File: src/rtl/seq_shift_add_multiplier.sv
// seq_shift_add_multiplier
//   Sequential radix-2 shift-and-add multiplier. It takes one WIDTH x WIDTH
//   operand pair per accepted start and returns a 2*WIDTH product with a done
//   strobe after exactly WIDTH CALC cycles.
//   Optional macro MULT_SIGNED_EN: treats operands as two's complement. The
//   magnitudes are multiplied, and the result is negated when the operand
//   signs differ.
//   Handshake: start is accepted only while busy is low, that is in IDLE. Once
//   accepted, start and in1/in2 are ignored until the IDLE cycle after done.
//   done is a one-cycle strobe, and out is valid in that same cycle. out then
//   holds its value until the next done, or until rst clears it.
//   dbg_state exposes the FSM state (0 IDLE, 1 CALC, 2 DONE).
module seq_shift_add_multiplier #(
  parameter int WIDTH = 4
) (
  input  logic               clk,
  input  logic               rst,
  input  logic               start,
  input  logic [WIDTH-1:0]   in1,
  input  logic [WIDTH-1:0]   in2,
  output logic               busy,
  output logic               done,
  output logic [2*WIDTH-1:0] out,
  output logic [1:0]         dbg_state
);

  localparam int PW = 2 * WIDTH;
  localparam int CW = (WIDTH > 2) ? $clog2(WIDTH) : 1;
`ifdef MULT_SIGNED_EN
  // The most-negative operand has magnitude 2^(WIDTH-1), so B needs one extra bit.
  localparam int BW = WIDTH + 1;
`else
  localparam int BW = WIDTH;
`endif

  typedef enum logic [1:0] {
    IDLE = 2'd0,
    CALC = 2'd1,
    DONE = 2'd2
  } state_t;

  state_t          state;
  state_t          state_next;
  logic [PW-1:0]   a_reg;
  logic [BW-1:0]   b_reg;
  logic [PW-1:0]   acc;
  logic [CW-1:0]   count;
  logic [PW-1:0]   load_a;
  logic [BW-1:0]   load_b;
  logic [PW-1:0]   acc_sum;
  logic [PW-1:0]   result;
  logic            last_step;
`ifdef MULT_SIGNED_EN
  logic            sign_reg;
  logic            sign_in;
  logic [WIDTH:0]  ext1;
  logic [WIDTH:0]  ext2;
  logic [WIDTH:0]  mag1;
  logic [WIDTH:0]  mag2;
`endif

  // Operand preparation: build the values loaded into A and B at accept.
  always_comb begin
`ifdef MULT_SIGNED_EN
    ext1    = {in1[WIDTH-1], in1};
    ext2    = {in2[WIDTH-1], in2};
    mag1    = ext1[WIDTH] ? (~ext1 + 1'b1) : ext1;
    mag2    = ext2[WIDTH] ? (~ext2 + 1'b1) : ext2;
    sign_in = in1[WIDTH-1] ^ in2[WIDTH-1];
    load_a  = {{(PW-WIDTH-1){1'b0}}, mag1};
    load_b  = mag2;
`else
    load_a  = {{WIDTH{1'b0}}, in1};
    load_b  = in2;
`endif
  end

  // One shift-add step, plus the product as it will appear on out.
  always_comb begin
    acc_sum   = b_reg[0] ? (acc + a_reg) : acc;
    last_step = (count == CW'(WIDTH - 1));
`ifdef MULT_SIGNED_EN
    result    = sign_reg ? (~acc_sum + 1'b1) : acc_sum;
`else
    result    = acc_sum;
`endif
  end

  // State register.
  always_ff @(posedge clk) begin
    if (rst) state <= IDLE;
    else     state <= state_next;
  end

  // Next-state logic: IDLE -> CALC -> DONE -> IDLE, with no early exit.
  always_comb begin
    state_next = state;
    case (state)
      IDLE:    if (start) state_next = CALC;
      CALC:    if (last_step) state_next = DONE;
      DONE:    state_next = IDLE;
      default: state_next = IDLE;
    endcase
  end

  // Output decode from state.
  always_comb begin
    busy      = (state != IDLE);
    done      = (state == DONE);
    dbg_state = state;
  end

  // Datapath: load at accept, shift-add in CALC, publish the product on the last step.
  always_ff @(posedge clk) begin
    if (rst) begin
      a_reg    <= '0;
      b_reg    <= '0;
      acc      <= '0;
      count    <= '0;
      out      <= '0;
`ifdef MULT_SIGNED_EN
      sign_reg <= 1'b0;
`endif
    end else begin
      case (state)
        IDLE: begin
          if (start) begin
            a_reg    <= load_a;
            b_reg    <= load_b;
            acc      <= '0;
            count    <= '0;
`ifdef MULT_SIGNED_EN
            sign_reg <= sign_in;
`endif
          end
        end
        CALC: begin
          acc   <= acc_sum;
          a_reg <= a_reg << 1;
          b_reg <= b_reg >> 1;
          count <= count + 1'b1;
          if (last_step) out <= result;
        end
        default: ;
      endcase
    end
  end

endmodule

File: config.mk
export PLATFORM = sky130hd
export DESIGN_NAME = seq_shift_add_multiplier
export DESIGN_NICKNAME = d
export VERILOG_FILES = /design/src/rtl/seq_shift_add_multiplier.sv
export SDC_FILE = /design/constraint.sdc
export NUM_CORES = 1
export LEC_CHECK = 0
export CELL_PAD_IN_SITES_DETAIL_PLACEMENT = 1
export CELL_PAD_IN_SITES_GLOBAL_PLACEMENT = 1
export CORE_MARGIN = 5
export CORE_UTILIZATION = 38
export DETAILED_ROUTE_END_ITERATION = 8
export PLACE_DENSITY = 0.85
export SYNTH_ARGS = -nofsm -noshare
export SYNTH_HDL_FRONTEND = slang
export SYNTH_SLANG_ARGS = --single-unit
File: constraint.sdc
create_clock -name clk -period 2.9 [get_ports clk]
set_input_delay 0.725 -clock clk [delete_from_list [all_inputs] [get_ports clk]]
set_output_delay 0.725 -clock clk [all_outputs]
set_load 0.05 [all_outputs]
==> out/metrics.cfg <==
[floorplan]
io_pins = 23
dieArea_mm2 = 0.005689
row_count = 23
core_area_mm2 = 0.004086
die_h_um = 75.43
die_width_um = 75.43
start_util_pct = 39.80

[synthesis]
ys_types = 43
yosys.area.top_type_share_pct = 39.38
syn_nets = 209
ys_top_cells_by_area = dfxtp_1 39%, nor2_1 8.1%, ha_1 6.2%, nand2_1 4.4%, a211oi_1 3.7%
synth-edff-count = 0
synth_seq_area_share_pct = 39.38
yosysWarnings = 0
avgSynthCellArea_um2 = 8.606
yosysTopAreaCell = dfxtp_1
ys_async_sr_fraction_pct = 0
yosys_register_bits = 32
netlist_area_mm2 = 0.001627
yosysMostFrequentCell = nor2_1
yosys-top-cells-count = 35 x nor2_1, 32 x dfxtp_1, 19 x nand2_1
ys.flop_type = dfxtp_1
syn_inst = 189

[routing]
routed_wl_um = 4128
drc = 0
wl_per_cell_um = 15.76
final_antenna_net_count = 0
first_pass_iters = 4
num_vias = 1453
first_iter_violations = 65
vias_per_cell = 5.546

[sta]
setup_ws_ps = 360.3
setup_viol = 0
finClkSkew_ps = 9.783
finalCritPeriodShare_pct = 87.57
worst_slew_pin_slew_ps = 704.7
hold_slack_ps = 479.1
finalCriticalPeriod_ps = 2540
max-slew-margin-rel_pct = 52.52
fin_setup_tns_ps = 0
max_freq_ghz = 0.3938
hold_viol = 0
rsz0062_at_grt = no
slew_viol_final = 0

[place]
portBuffers = 22
gp_congestion = 0.9026
hpwl_um = 2891
pre_cts_ws_ps = 660.5

[min_path]
hold_path.class = reg2reg
worstHoldPathCells = 2

[power_and_ir_drop]
p_per_area_mw_per_mm2 = 477.0
p_leak_nw = 0.7432
vdd_drop_max_mv = 0.3486

[critical_path]
worstPathMaxFanout = 10
crit_family = buffers and inverters
r2r_cells = 7
cp_slowest_cell = clkdlybuf4s50_1
setup.worst_path.class = reg2out
worst-endpoint-required_ps = 2170
crit_cells = 2
endpoint_kind = output pin
crit_buf_inv = 1
path_cells = nor2b_1 > clkdlybuf4s50_1
crit_path_max_incr_delay_ps = 820
cp_data_arrival_time_ps = 1810
startpoint_type = flip-flop
rrSetupSlack_ps = 630

[layout]
drive_gt1_share_pct = 8.962
diodes = 0
area_growth_pct = 22.38
nets = 231

[clocking]
clk_latency_ps = 290
tritoncts = yes
h-tree-depth = 2
cts_setup_buffers = 0
cts_buffers = 5
path_clk_slew_ps = 70
clockBufferDepth = 2
root_buffer = clkbuf_8
holdBufCountCts = 0
cts.sinks = 32
cts_resized = 0

[global_route]
track_usage_pct = 16.63
antenna_found_initial = 0
grt_pass1_vias = 1521
grt_pass1_wl_um = 7203
grt_max_degree = 26
overflow = 0

[flow_run]
drv_cap = 0

[run_status]
outcome = finished, final reports clean

-- worst paths after layout --
| path | start | to |
|---|---|---|
| max | dbg_state[1] | done |
| min | b_reg[2] | b_reg[1] |
| max reg2reg | a_reg[0] | out[6] |
| min reg2reg | b_reg[2] | b_reg[1] |
-- final cells by class --
| class | count | area (µm²) |
|---|---|---|
| clock buffer | 6 | 82.58 |
| clock inverter | 2 | 10.01 |
| fill | 488 | 2096 |
| inverter | 2 | 7.507 |
| multi-input combinational | 144 | 924.6 |
| sequential | 32 | 640.6 |
| tap | 50 | 62.56 |
| timing repair buffer | 26 | 262.8 |
-- logic make-up (layout without fill, tap and decap cells) --
family	Yosys count	after routing	synth area share (%)
AO/OA/AOI/OAI	50	50	22.69
AND/OR/NAND/NOR	78	78	22.69
buffers and inverters	13	36	3.769
multiplexers	4	4	2.462
XOR/XNOR	3	3	1.616
flip-flops	32	32	39.38
adder cells (fa/ha/maj)	9	9	7.385
-- cell usage in the layout (no fill, tap or decap), types with 2 or more instances in the layout --
master	Yosys	routed
buf_4	2	3
a22oi_1	6	6
or2_2	2	2
nand2b_1	3	3
inv_1	2	2
or3_1	2	2
dfxtp_1	32	32
nand2_1	19	19
o31ai_2	2	2
nand3b_1	4	4
nor2b_1	6	6
clkinv_2	0	2
o21ai_0	2	2
mux2i_1	4	4
a32oi_1	4	4
xnor2_1	2	2
clkbuf_8	0	6
nor2_1	35	35
a311oi_1	6	6
a21oi_1	11	11
clkdlybuf4s50_1	0	22
a211oi_1	8	8
ha_1	8	8
-- layer usage --
metal / wire length (µm) / global-route usage, % / vias to the layer above
li1: - / - / 725
met2: 1887 / 25.98 / 23
met5: 0 / 0 / -
met1: 2011 / 21.99 / 695
met3: 137 / 3.826 / 10
met4: 91 / 7.184 / 0
-- tightest hold or removal path, delay by kind of cell (launching register included) --
| kind | cells | cell delay, ps |
|---|---|---|
| DFF | 1 | 310 |
| AOI/OAI and AO/OA | 1 | 70 |
| and+or+nand+nor | 1 | 50 |
-- where the power goes --
part / internal [W] / leakage, nW / switching, W / total, W
clock: 0.000189 / 0.0510 / 0.000175 / 0.000364
combinational: 0.0000488 / 0.432 / 0.0000709 / 0.000120
sequential: 0.000453 / 0.260 / 0.0000125 / 0.000466
-- metrics by stage --
| step | util (%) | cell area, µm² | total power, W | instances |
|---|---|---|---|---|
| after floorplan | - | 1627 | 0.0005516 | 189 |
| after global placement | 46.45 | 1898 | 0.0005902 | 254 |
| after detailed placement | 46.45 | 1898 | 0.0005942 | 254 |
| after CTS | 48.71 | 1991 | 0.0009593 | 262 |
| after global routing | 48.71 | 1991 | 0.0009944 | 262 |
| final | 48.71 | 1991 | 0.0009496 | 262 |
No activity file was read; power rests on OpenSTA's default activity.
